`config.mk`:
```
export PLATFORM = sky130hd
export DESIGN_NAME = imem_axi_loader_flat
export DESIGN_NICKNAME = d
export VERILOG_FILES = /design/src/rtl/imem_axi_loader_pkg.sv /design/src/rtl/imem_axi_loader_if.sv /design/src/rtl/imem_axi_loader.sv /design/src/flat_wrapper.sv
export SDC_FILE = /design/constraint.sdc
export NUM_CORES = 1
export LEC_CHECK = 0
export ABC_AREA = 1
export CAP_MARGIN = 5
export CORE_UTILIZATION = 40
export CTS_BUF_LIST = sky130_fd_sc_hd__clkbuf_8
export DETAILED_ROUTE_END_ITERATION = 12
export HOLD_SLACK_MARGIN = 0.12
export PLACE_DENSITY_LB_ADDON = 0.25
export SLEW_MARGIN = 20
export SYNTH_ARGS = -nofsm -noshare
export SYNTH_HDL_FRONTEND = slang
export SYNTH_SLANG_ARGS = --single-unit
```
`constraint.sdc`:
```
create_clock -name clk -period 1.7 [get_ports clk]
set_input_delay 0.34 -clock clk [delete_from_list [all_inputs] [get_ports clk]]
set_output_delay 0.34 -clock clk [all_outputs]
set_load 0.02 [all_outputs]
```
`src/rtl/imem_axi_loader_pkg.sv`:
```
// Shared AXI4-Lite definitions for the SoC interconnect slaves: response
// codes, write/read FSM encodings and the loader's default register map.
package soc_axi_pkg;

   localparam logic [1:0]  RESP_OKAY       = 2'b00;
   localparam logic [1:0]  RESP_SLVERR     = 2'b10;
   localparam logic [31:0] CTRL_OFFSET_DEF = 32'h0000_1000;

   typedef enum logic [1:0] {
      W_IDLE = 2'd0,
      W_EXEC = 2'd1,
      W_RESP = 2'd2
   } wr_state_t;

   typedef enum logic {
      R_IDLE = 1'b0,
      R_RESP = 1'b1
   } rd_state_t;

   // What a decoded write will do once it reaches W_EXEC
   typedef enum logic [1:0] {
      ACT_NONE = 2'd0,
      ACT_IMEM = 2'd1,
      ACT_CTRL = 2'd2
   } wr_act_t;

   // 9-bit counter increment that sticks at its maximum
   function automatic logic [8:0] sat_inc9(input logic [8:0] v);
      return (v == 9'h1FF) ? v : v + 9'd1;
   endfunction

endpackage

```
`src/rtl/imem_axi_loader_if.sv`:
```
// AXI4-Lite slave port bundle used by the instruction-memory loader.
interface imem_axi_loader_if;

   logic [31:0] s_awaddr;
   logic        s_awvalid;
   logic        s_awready;
   logic [31:0] s_wdata;
   logic [3:0]  s_wstrb;
   logic        s_wvalid;
   logic        s_wready;
   logic [1:0]  s_bresp;
   logic        s_bvalid;
   logic        s_bready;
   logic [31:0] s_araddr;
   logic        s_arvalid;
   logic        s_arready;
   logic [31:0] s_rdata;
   logic [1:0]  s_rresp;
   logic        s_rvalid;
   logic        s_rready;

   modport slave (
      input  s_awaddr, s_awvalid, s_wdata, s_wstrb, s_wvalid, s_bready,
             s_araddr, s_arvalid, s_rready,
      output s_awready, s_wready, s_bresp, s_bvalid,
             s_arready, s_rdata, s_rresp, s_rvalid
   );

   modport master (
      output s_awaddr, s_awvalid, s_wdata, s_wstrb, s_wvalid, s_bready,
             s_araddr, s_arvalid, s_rready,
      input  s_awready, s_wready, s_bresp, s_bvalid,
             s_arready, s_rdata, s_rresp, s_rvalid
   );

endinterface

```
`src/rtl/imem_axi_loader.sv`:
```
// AXI4-Lite slave that streams program words into the fetch-stage
// instruction memory while the core is held, and flushes fetch on release.
// Every output comes straight from a flop.
module imem_axi_loader
   import soc_axi_pkg::*;
#(
   parameter logic [31:0] BASE_ADDR   = 32'h0000_0000,
   parameter int          IMEM_DEPTH  = 256,
   parameter logic [31:0] CTRL_OFFSET = CTRL_OFFSET_DEF
) (
   input  logic             clk,
   input  logic             rst_n,
   imem_axi_loader_if.slave bus,
   output logic             imem_write_en,
   output logic [7:0]       imem_write_addr,
   output logic [31:0]      imem_write_data,
   output logic             cpu_hold,
   output logic             cpu_flush
);

   localparam logic [31:0] IMEM_BYTES = 32'(IMEM_DEPTH * 4);

   wr_state_t   wstate, wstate_nxt;
   rd_state_t   rstate, rstate_nxt;

   logic        aw_vld_q, aw_vld_d, w_vld_q, w_vld_d;
   logic [31:0] awaddr_q, awaddr_d, wdata_q, wdata_d;
   logic [3:0]  wstrb_q, wstrb_d;
   wr_act_t     act_q, act_d, dec_act;
   logic [1:0]  resp_q, resp_d, dec_resp;

   logic        awready_q, awready_d, wready_q, wready_d;
   logic        bvalid_q, bvalid_d;
   logic [1:0]  bresp_q, bresp_d;
   logic        we_d, hold_d, flush_d;
   logic [7:0]  waddr_d;
   logic [31:0] wdat_d;
   logic [8:0]  cnt_q, cnt_d;

   logic        arready_q, arready_d, rvalid_q, rvalid_d;
   logic [31:0] rdata_q, rdata_d;
   logic [1:0]  rresp_q, rresp_d;

   logic        aw_hs, w_hs, b_hs, ar_hs, r_hs;
   logic [31:0] woff, roff;

   assign aw_hs = bus.s_awvalid & awready_q;
   assign w_hs  = bus.s_wvalid  & wready_q;
   assign b_hs  = bus.s_bready  & bvalid_q;
   assign ar_hs = bus.s_arvalid & arready_q;
   assign r_hs  = bus.s_rready  & rvalid_q;
   assign woff  = awaddr_q - BASE_ADDR;
   assign roff  = bus.s_araddr - BASE_ADDR;

   assign bus.s_awready = awready_q;
   assign bus.s_wready  = wready_q;
   assign bus.s_bvalid  = bvalid_q;
   assign bus.s_bresp   = bresp_q;
   assign bus.s_arready = arready_q;
   assign bus.s_rvalid  = rvalid_q;
   assign bus.s_rdata   = rdata_q;
   assign bus.s_rresp   = rresp_q;

   // Decode the latched write; alignment/strobe errors win over everything
   always_comb begin
      dec_act  = ACT_NONE;
      dec_resp = RESP_SLVERR;
      if (awaddr_q[1:0] == 2'b00 && wstrb_q == 4'hF) begin
         if (woff < IMEM_BYTES) begin
            if (cpu_hold) begin
               dec_act  = ACT_IMEM;
               dec_resp = RESP_OKAY;
            end
         end else if (woff == CTRL_OFFSET) begin
            dec_act  = ACT_CTRL;
            dec_resp = RESP_OKAY;
         end
      end
   end

   // Write FSM state register
   always_ff @(posedge clk or negedge rst_n) begin
      if (!rst_n) wstate <= W_IDLE;
      else        wstate <= wstate_nxt;
   end

   // Write FSM next state
   always_comb begin
      wstate_nxt = wstate;
      case (wstate)
         W_IDLE:  if (aw_vld_q && w_vld_q) wstate_nxt = W_EXEC;
         W_EXEC:  wstate_nxt = W_RESP;
         W_RESP:  if (b_hs) wstate_nxt = W_IDLE;
         default: wstate_nxt = W_IDLE;
      endcase
   end

   // Write FSM outputs: next values for the channel latches and registered outputs
   always_comb begin
      aw_vld_d = aw_vld_q | aw_hs;
      w_vld_d  = w_vld_q  | w_hs;
      awaddr_d = aw_hs ? bus.s_awaddr : awaddr_q;
      wdata_d  = w_hs  ? bus.s_wdata  : wdata_q;
      wstrb_d  = w_hs  ? bus.s_wstrb  : wstrb_q;
      act_d    = act_q;
      resp_d   = resp_q;
      bvalid_d = bvalid_q;
      bresp_d  = bresp_q;
      we_d     = 1'b0;
      waddr_d  = imem_write_addr;
      wdat_d   = imem_write_data;
      hold_d   = cpu_hold;
      flush_d  = 1'b0;
      cnt_d    = cnt_q;
      case (wstate)
         W_IDLE: begin
            if (aw_vld_q && w_vld_q) begin
               act_d  = dec_act;
               resp_d = dec_resp;
               // Memory strobe is registered on entry so it is high for the W_EXEC cycle
               if (dec_act == ACT_IMEM) begin
                  we_d    = 1'b1;
                  waddr_d = woff[9:2];
                  wdat_d  = wdata_q;
               end
            end
         end
         W_EXEC: begin
            bvalid_d = 1'b1;
            bresp_d  = resp_q;
            if (act_q == ACT_IMEM) begin
               cnt_d = sat_inc9(cnt_q);
            end else if (act_q == ACT_CTRL) begin
               hold_d  = wdata_q[0];
               flush_d = cpu_hold & ~wdata_q[0];
               if (!cpu_hold && wdata_q[0]) cnt_d = 9'd0;
            end
         end
         W_RESP: begin
            if (b_hs) begin
               bvalid_d = 1'b0;
               aw_vld_d = 1'b0;
               w_vld_d  = 1'b0;
            end
         end
         default: ;
      endcase
      awready_d = (wstate_nxt == W_IDLE) && !aw_vld_d;
      wready_d  = (wstate_nxt == W_IDLE) && !w_vld_d;
   end

   // Write-side registers
   always_ff @(posedge clk or negedge rst_n) begin
      if (!rst_n) begin
         aw_vld_q        <= 1'b0;
         w_vld_q         <= 1'b0;
         awaddr_q        <= '0;
         wdata_q         <= '0;
         wstrb_q         <= '0;
         act_q           <= ACT_NONE;
         resp_q          <= RESP_OKAY;
         awready_q       <= 1'b1;
         wready_q        <= 1'b1;
         bvalid_q        <= 1'b0;
         bresp_q         <= RESP_OKAY;
         imem_write_en   <= 1'b0;
         imem_write_addr <= '0;
         imem_write_data <= '0;
         cpu_hold        <= 1'b1;
         cpu_flush       <= 1'b0;
         cnt_q           <= '0;
      end else begin
         aw_vld_q        <= aw_vld_d;
         w_vld_q         <= w_vld_d;
         awaddr_q        <= awaddr_d;
         wdata_q         <= wdata_d;
         wstrb_q         <= wstrb_d;
         act_q           <= act_d;
         resp_q          <= resp_d;
         awready_q       <= awready_d;
         wready_q        <= wready_d;
         bvalid_q        <= bvalid_d;
         bresp_q         <= bresp_d;
         imem_write_en   <= we_d;
         imem_write_addr <= waddr_d;
         imem_write_data <= wdat_d;
         cpu_hold        <= hold_d;
         cpu_flush       <= flush_d;
         cnt_q           <= cnt_d;
      end
   end

   // Read FSM state register
   always_ff @(posedge clk or negedge rst_n) begin
      if (!rst_n) rstate <= R_IDLE;
      else        rstate <= rstate_nxt;
   end

   // Read FSM next state
   always_comb begin
      rstate_nxt = rstate;
      case (rstate)
         R_IDLE:  if (ar_hs) rstate_nxt = R_RESP;
         R_RESP:  if (r_hs)  rstate_nxt = R_IDLE;
         default: rstate_nxt = R_IDLE;
      endcase
   end

   // Read FSM outputs; status is sampled at AR acceptance, so a racing control write is not seen
   always_comb begin
      arready_d = (rstate_nxt == R_IDLE);
      rvalid_d  = (rstate_nxt == R_RESP);
      rdata_d   = rdata_q;
      rresp_d   = rresp_q;
      if (ar_hs) begin
         if (roff == CTRL_OFFSET) begin
            rdata_d = {22'b0, cnt_q, cpu_hold};
            rresp_d = RESP_OKAY;
         end else begin
            rdata_d = '0;
            rresp_d = RESP_SLVERR;
         end
      end
   end

   // Read-side registers
   always_ff @(posedge clk or negedge rst_n) begin
      if (!rst_n) begin
         arready_q <= 1'b1;
         rvalid_q  <= 1'b0;
         rdata_q   <= '0;
         rresp_q   <= RESP_OKAY;
      end else begin
         arready_q <= arready_d;
         rvalid_q  <= rvalid_d;
         rdata_q   <= rdata_d;
         rresp_q   <= rresp_d;
      end
   end

endmodule

```
`src/flat_wrapper.sv`:
```
// flat-port wrapper written by rule: the top's interface ports become plain ports
module imem_axi_loader_flat import soc_axi_pkg::*;
#(
   parameter logic [31:0] BASE_ADDR   = 32'h0000_0000,
   parameter int          IMEM_DEPTH  = 256,
   parameter logic [31:0] CTRL_OFFSET = CTRL_OFFSET_DEF
)
  (clk, rst_n, imem_write_en, imem_write_addr, imem_write_data, cpu_hold, cpu_flush, bus_s_awaddr, bus_s_awvalid, bus_s_wdata, bus_s_wstrb, bus_s_wvalid, bus_s_bready, bus_s_araddr, bus_s_arvalid, bus_s_rready, bus_s_awready, bus_s_wready, bus_s_bresp, bus_s_bvalid, bus_s_arready, bus_s_rdata, bus_s_rresp, bus_s_rvalid);
  imem_axi_loader_if bus_i ();
  input  logic clk;
  input  logic rst_n;
  output logic imem_write_en;
  output logic [7:0] imem_write_addr;
  output logic [31:0] imem_write_data;
  output logic cpu_hold;
  output logic cpu_flush;
  input wire logic [$bits(bus_i.s_awaddr)-1:0] bus_s_awaddr;
  input wire logic [$bits(bus_i.s_awvalid)-1:0] bus_s_awvalid;
  input wire logic [$bits(bus_i.s_wdata)-1:0] bus_s_wdata;
  input wire logic [$bits(bus_i.s_wstrb)-1:0] bus_s_wstrb;
  input wire logic [$bits(bus_i.s_wvalid)-1:0] bus_s_wvalid;
  input wire logic [$bits(bus_i.s_bready)-1:0] bus_s_bready;
  input wire logic [$bits(bus_i.s_araddr)-1:0] bus_s_araddr;
  input wire logic [$bits(bus_i.s_arvalid)-1:0] bus_s_arvalid;
  input wire logic [$bits(bus_i.s_rready)-1:0] bus_s_rready;
  output wire logic [$bits(bus_i.s_awready)-1:0] bus_s_awready;
  output wire logic [$bits(bus_i.s_wready)-1:0] bus_s_wready;
  output wire logic [$bits(bus_i.s_bresp)-1:0] bus_s_bresp;
  output wire logic [$bits(bus_i.s_bvalid)-1:0] bus_s_bvalid;
  output wire logic [$bits(bus_i.s_arready)-1:0] bus_s_arready;
  output wire logic [$bits(bus_i.s_rdata)-1:0] bus_s_rdata;
  output wire logic [$bits(bus_i.s_rresp)-1:0] bus_s_rresp;
  output wire logic [$bits(bus_i.s_rvalid)-1:0] bus_s_rvalid;
  assign bus_i.s_awaddr = bus_s_awaddr;
  assign bus_i.s_awvalid = bus_s_awvalid;
  assign bus_i.s_wdata = bus_s_wdata;
  assign bus_i.s_wstrb = bus_s_wstrb;
  assign bus_i.s_wvalid = bus_s_wvalid;
  assign bus_i.s_bready = bus_s_bready;
  assign bus_i.s_araddr = bus_s_araddr;
  assign bus_i.s_arvalid = bus_s_arvalid;
  assign bus_i.s_rready = bus_s_rready;
  assign bus_s_awready = bus_i.s_awready;
  assign bus_s_wready = bus_i.s_wready;
  assign bus_s_bresp = bus_i.s_bresp;
  assign bus_s_bvalid = bus_i.s_bvalid;
  assign bus_s_arready = bus_i.s_arready;
  assign bus_s_rdata = bus_i.s_rdata;
  assign bus_s_rresp = bus_i.s_rresp;
  assign bus_s_rvalid = bus_i.s_rvalid;
  imem_axi_loader #(.BASE_ADDR(BASE_ADDR), .IMEM_DEPTH(IMEM_DEPTH), .CTRL_OFFSET(CTRL_OFFSET)) u_core (.clk(clk), .rst_n(rst_n), .bus(bus_i), .imem_write_en(imem_write_en), .imem_write_addr(imem_write_addr), .imem_write_data(imem_write_data), .cpu_hold(cpu_hold), .cpu_flush(cpu_flush));
endmodule
```
Word level (Yosys, flattened, before mapping)
Cells that the tools add are included.
{ "op_classes": {"eq_ne": 11, "n_addsub": 1, "reduce_logical": 19, "bitwise": 12, "mux": 32, "n_lt_le_gt_ge": 1} }
{ "op_table": {"columns": ["operator", "n"], "rows": [
  ["== test 32 x 13 -> 1 bit (second input constant)", 2],
  ["2-to-1 mux 9 bit", 4],
  ["< comparator 32 x 11 -> 1 bit (second input constant)", 1],
  ["2-to-1 mux 2 bit", 10],
  ["2-to-1 mux 1 bit", 14],
  ["2-to-1 mux 10 bit", 1],
  ["adder 9 x 1 -> 9 bit (second input constant)", 1],
  ["== test 9 bit (second input constant)", 1],
  ["bitwise AND 1 bit", 6],
  ["== test 2 x 1 -> 1 bit (second input constant)", 3],
  ["zero test 2 bit", 3],
  ["one-hot mux 2 bit (3 select lines)", 1],
  ["AND reduction 3 bit", 2],
  ["nonzero test 2 bit", 3],
  ["logical AND 1 bit", 5],
  ["== test 2 bit (second input constant)", 2],
  ["== test 4 bit (second input constant)", 1],
  ["NOT 1 bit", 4],
  ["one-hot mux 1 bit (2 select lines)", 2],
  ["AND reduction 2 bit", 2],
  ["AND reduction 4 bit", 1],
  ["zero test 1 bit", 3],
  ["inequality test 2 x 1 -> 1 bit (second input constant)", 1],
  ["inequality test 2 bit (second input constant)", 1],
  ["OR 1 bit", 2]
]} }
{ "totals": {"word_cells": 98, "out_inout_bits": 84, "ff_bits": 169, "inputBits": 107} }

Depth between registers and ports, before layout
{ "depth": {"ltp_word": 8, "depth_mapped": 12, "mapped_depth_nobuf": 12} }

Least setup slack after synthesis
No wires, ideal clock.
{ "synth_timing": {"path_kind": "flip-flop to flip-flop", "start": "reg u_core.cnt_q[0]", "end": "reg u_core.cnt_q[2]", "setup_time_ps": 83, "required_ps": 1617, "path_buffers": 1, "slack_ps": 0, "arrival_ps": 1617, "synth_period_minus_slack_ps": 1700, "path_stages_with_launch": 13, "cell_sequence": "dfrtp_1 -> ha_1 -> nand3_1 -> nor2_1 -> nand2_1 -> nor2_1 -> ha_1 -> inv_1 -> nand3_1 -> a21oi_2 -> buf_4 -> nand3_1 -> o21ai_0"} }
{ "synth_between": {"elab_chain_len": 3, "word_cells_on_any_way": 6, "cone_classes": "1 x add/sub; 2 x eq/ne; 2 x mux; 1 x reduce/logical"} }
{ "synth_rtl": {"columns": ["item", "line", "rtl"], "rows": [
  ["start, declared", "imem_axi_loader.sv:38", "logic [8:0] cnt_q, cnt_d;"],
  ["start signal, assigned", "imem_axi_loader.sv:189", "cnt_q <= cnt_d;"],
  ["adder 9 x 1 -> 9 bit / == test 9 bit (equally long branches)", "imem_axi_loader_pkg.sv:29", "return (v == 9'h1FF) ? v : v + 9'd1;"],
  ["2-to-1 mux 9 bit / inequality test 2 bit (equally long branches)", null, null],
  ["2-to-1 mux 9 bit / AND reduction 4 bit (equally long branches)", null, null]
]} }
Several ways; a longest one is shown, not always the timed one. The select of a mux whose other input is x is not followed.
A chain may end at the register's enable or synchronous reset.

Worst setup path in the final report
{ "layout_timing": {"start": "reg u_core.cnt_q[1]", "end": "reg u_core.cnt_q[8]"} }
Same word-level chain as after synthesis.

==> flow_metrics.env <==
export IMPL_ys_types=26
export IMPL_critical_path_class="register to register"
export IMPL_cts_root_buf="clkbuf_8"
export IMPL_power_density_nw_per_um2=1130
export IMPL_p_leak_nw=4.40
export IMPL_ios=191
export IMPL_worstSetupStartpointType="register"
export IMPL_setup_viol=1
export IMPL_drive_gt1_share_pct=14.6
export IMPL_postCtsSetupRepairBufs=0
export IMPL_htreeDepth=4
export IMPL_antenna_cells=0
export IMPL_num_rows=45
export IMPL_preCtsSetupSlack_ns=-0.0432
export IMPL_routed_via_density=4.52
export IMPL_num_vias=4924
export IMPL_initial_core_util_pct=41.2
export IMPL_maxCapViolCount=0
export IMPL_drt_pass1_iter_count=4
export IMPL_drt_iter0_drc=214
export IMPL_violations="negative setup slack"
export IMPL_synth_top_area_cell="dfrtp_1"
export IMPL_status="finished with violations"
export IMPL_die_height_um=128
export IMPL_end_kind="register"
export IMPL_grt_pass1_vias=4671
export IMPL_path_buf_inv=2
export IMPL_io_buffers=166
export IMPL_yosys_warnings=0
export IMPL_antenna_found_initial=0
export IMPL_synth_area_um2=6310
export IMPL_final_cell_mix="193 x nand2_1, 140 x dfrtp_1, 105 x clkdlybuf4s50_1"
export IMPL_crit_fanout=6
export IMPL_setup_tns_ns=-0.00554
export IMPL_finClkSkew_ns=0.00920
export IMPL_cp_slowest_cell="dfrtp_1"
export IMPL_peakVddDrop_mv=0.868
export IMPL_instances_no_fill=1089
export IMPL_grt_total_usage_pct=18.1
export IMPL_synth_top_area_share_pct=55.5
export IMPL_wirelength_um=14100
export IMPL_dieArea_um2=16300
export IMPL_hold_viol_final=0
export IMPL_grt_ovfl_total=0
export IMPL_cts_buffer_depth=2
export IMPL_worst_ep_arrival_time_ns=2.08
export IMPL_synth_area_top_cells="dfrtp_1 55%, nand2_1 12%, mux2_2 8.2%"
export IMPL_grt_pass1_wl_um=22600
export IMPL_worst_r2r_path_depth=12
export IMPL_path_delay_family="flip-flops"
export IMPL_rsz0062_at_grt="yes"
export IMPL_placed_cells=1055
export IMPL_cp_num_cells=12
export IMPL_dpl_hpwl_um=10100
export IMPL_clk_latency_ns=0.44
export IMPL_clk_pin_slew_ns=0.08
export IMPL_critPathMaxStageDelay_ns=0.38
export IMPL_finalWeightedCongestion=0.796
export IMPL_cts_tree="done"
export IMPL_die_w_um=128
export IMPL_min_period_ns=1.71
export IMPL_grt_max_degree=60
export IMPL_final_common_cell="nand2_1"
export IMPL_cts_sink_count=144
export IMPL_drt_antenna_violating_nets=0
export IMPL_max_freq_ghz=0.586
export IMPL_synth_seq_area_share_pct=57.1
export IMPL_syn_inst=678
export IMPL_hold_class="input pin to asynchronous set/reset pin"
export IMPL_yosys_register_bits=144
export IMPL_cp_required_ns=2.07
export IMPL_nets=974
export IMPL_fin_crit_sh_pct=100
export IMPL_drv_slew=0
export IMPL_worst_slack_ns=-0.00554
export IMPL_cts_made_buffers=17
export IMPL_routedWlPerCell_um=13.0
export IMPL_crit_chain="ha_2 -> nand3_2 -> nor2_1 -> nand2_1 -> nor2_1 -> ha_2 -> inv_2 -> nand3_4 -> a21oi_4 -> buf_6 -> nand3_2 -> o21ai_1"
export IMPL_fp_coreArea_um2=15300
export IMPL_area_growth_pct=36.8
export IMPL_synth_area_per_cell_um2=9.31
export IMPL_post_route_drc_count=0
[per-layer routing]
| metal | global-route usage (%) | share of wire [%] | up-vias |
|---|---|---|---|
| li1 | - | - | 2464 |
| met1 | 22.1 | 45 | 2294 |
| met2 | 29.7 | 46 | 155 |
| met3 | 6.83 | 7.8 | 11 |
| met4 | 5.95 | 1.3 | 0 |
| met5 | 0 | 0 | - |
[cells in the mapped netlist]
cell,count
a21oi_1,25
a21oi_2,1
buf_2,6
buf_4,25
buf_6,7
buf_8,1
clkbuf_1,4
conb_1,1
dfrtp_1,140
dfstp_2,4
ha_1,2
inv_1,52
mux2_2,46
nand2_1,196
nand2_2,8
nand3_1,25
nand3_2,2
nand4_1,6
nor2_1,101
nor2_2,2
nor2_4,2
nor3_1,1
nor3b_1,1
nor4_1,1
o21ai_0,17
xor2_1,2
[state kept, by name, indices dropped and copies added, names as in the netlist, 2 cells and up]
| register | cells |
|---|---|
| u_core.act_q | 2 |
| u_core.awaddr_q | 32 |
| u_core.bus.s_rdata | 10 |
| u_core.cnt_q | 9 |
| u_core.imem_write_addr | 8 |
| u_core.imem_write_data | 32 |
| u_core.wdata_q | 32 |
| u_core.wstate | 2 |
| u_core.wstrb_q | 4 |
[logic make-up (layout without fill, tap and decap cells)]
logic type	Yosys count	after routing	share of synthesized area [%]
buffers and inverters	95	272	8.26
adders and majority gates	2	2	0.396
muxes	46	46	8.20
AOI/OAI and AO/OA	43	43	3.47
xor gates and xnor gates	2	2	0.277
DFF	144	144	57.1
and+or+nand+nor	345	345	22.2
other	1	24	0.0594
[final timing paths]
kind / slack [ns] / to / startpoint
max in group asynchronous: 0.77 / u_core.bus.s_arready / rst_n
worst max-delay path: -0.006 / u_core.cnt_q[8] / u_core.cnt_q[1]
worst min-delay path: 0.30 / u_core.imem_write_data[2] / rst_n
min in group clk: 0.46 / u_core.imem_write_data[26] / u_core.wdata_q[26]
worst min register to register: 0.46 / u_core.imem_write_data[26] / u_core.wdata_q[26]
worst max register to register: -0.006 / u_core.cnt_q[8] / u_core.cnt_q[1]
[where the power goes]
part           switching [W]  total [W]  internal (W)
clock                0.00126    0.00286       0.00159
sequential          0.000438    0.00479       0.00435
combinational        0.00103    0.00211       0.00108
total                0.00273    0.00975       0.00702
[per-stage QoR]
stage          utilization (%)  hold WS, ns  power (W)  cell area (um^2)
2_1_floorplan                -       0.0444    0.00624              6410
3_3_place_gp              53.7        0.207    0.00693              8220
3_5_place_dp              53.7        0.207    0.00702              8220
4_1_cts                   56.2        0.276    0.00987              8600
5_1_grt                   56.4        0.305     0.0104              8640
6_report                  56.4        0.302    0.00975              8640
[timing repair]
item                       CTS  global route
setup endpoints to repair   66            11
pin swaps                    1             2
hold buffers                 1             0
resized for setup           66            16
cloned                       1             0
hold endpoints to repair   140             0
[cell type report]
cell class	instances	area (um^2)
clock buffer	21	289
tap	211	264
clock inverter	11	135
sequential	144	3610
multi-input combinational	462	2320
timing repair buffer	188	1830
inverter	52	195
fill	1415	6670
Note: power is estimated with default switching activity, not from simulation.
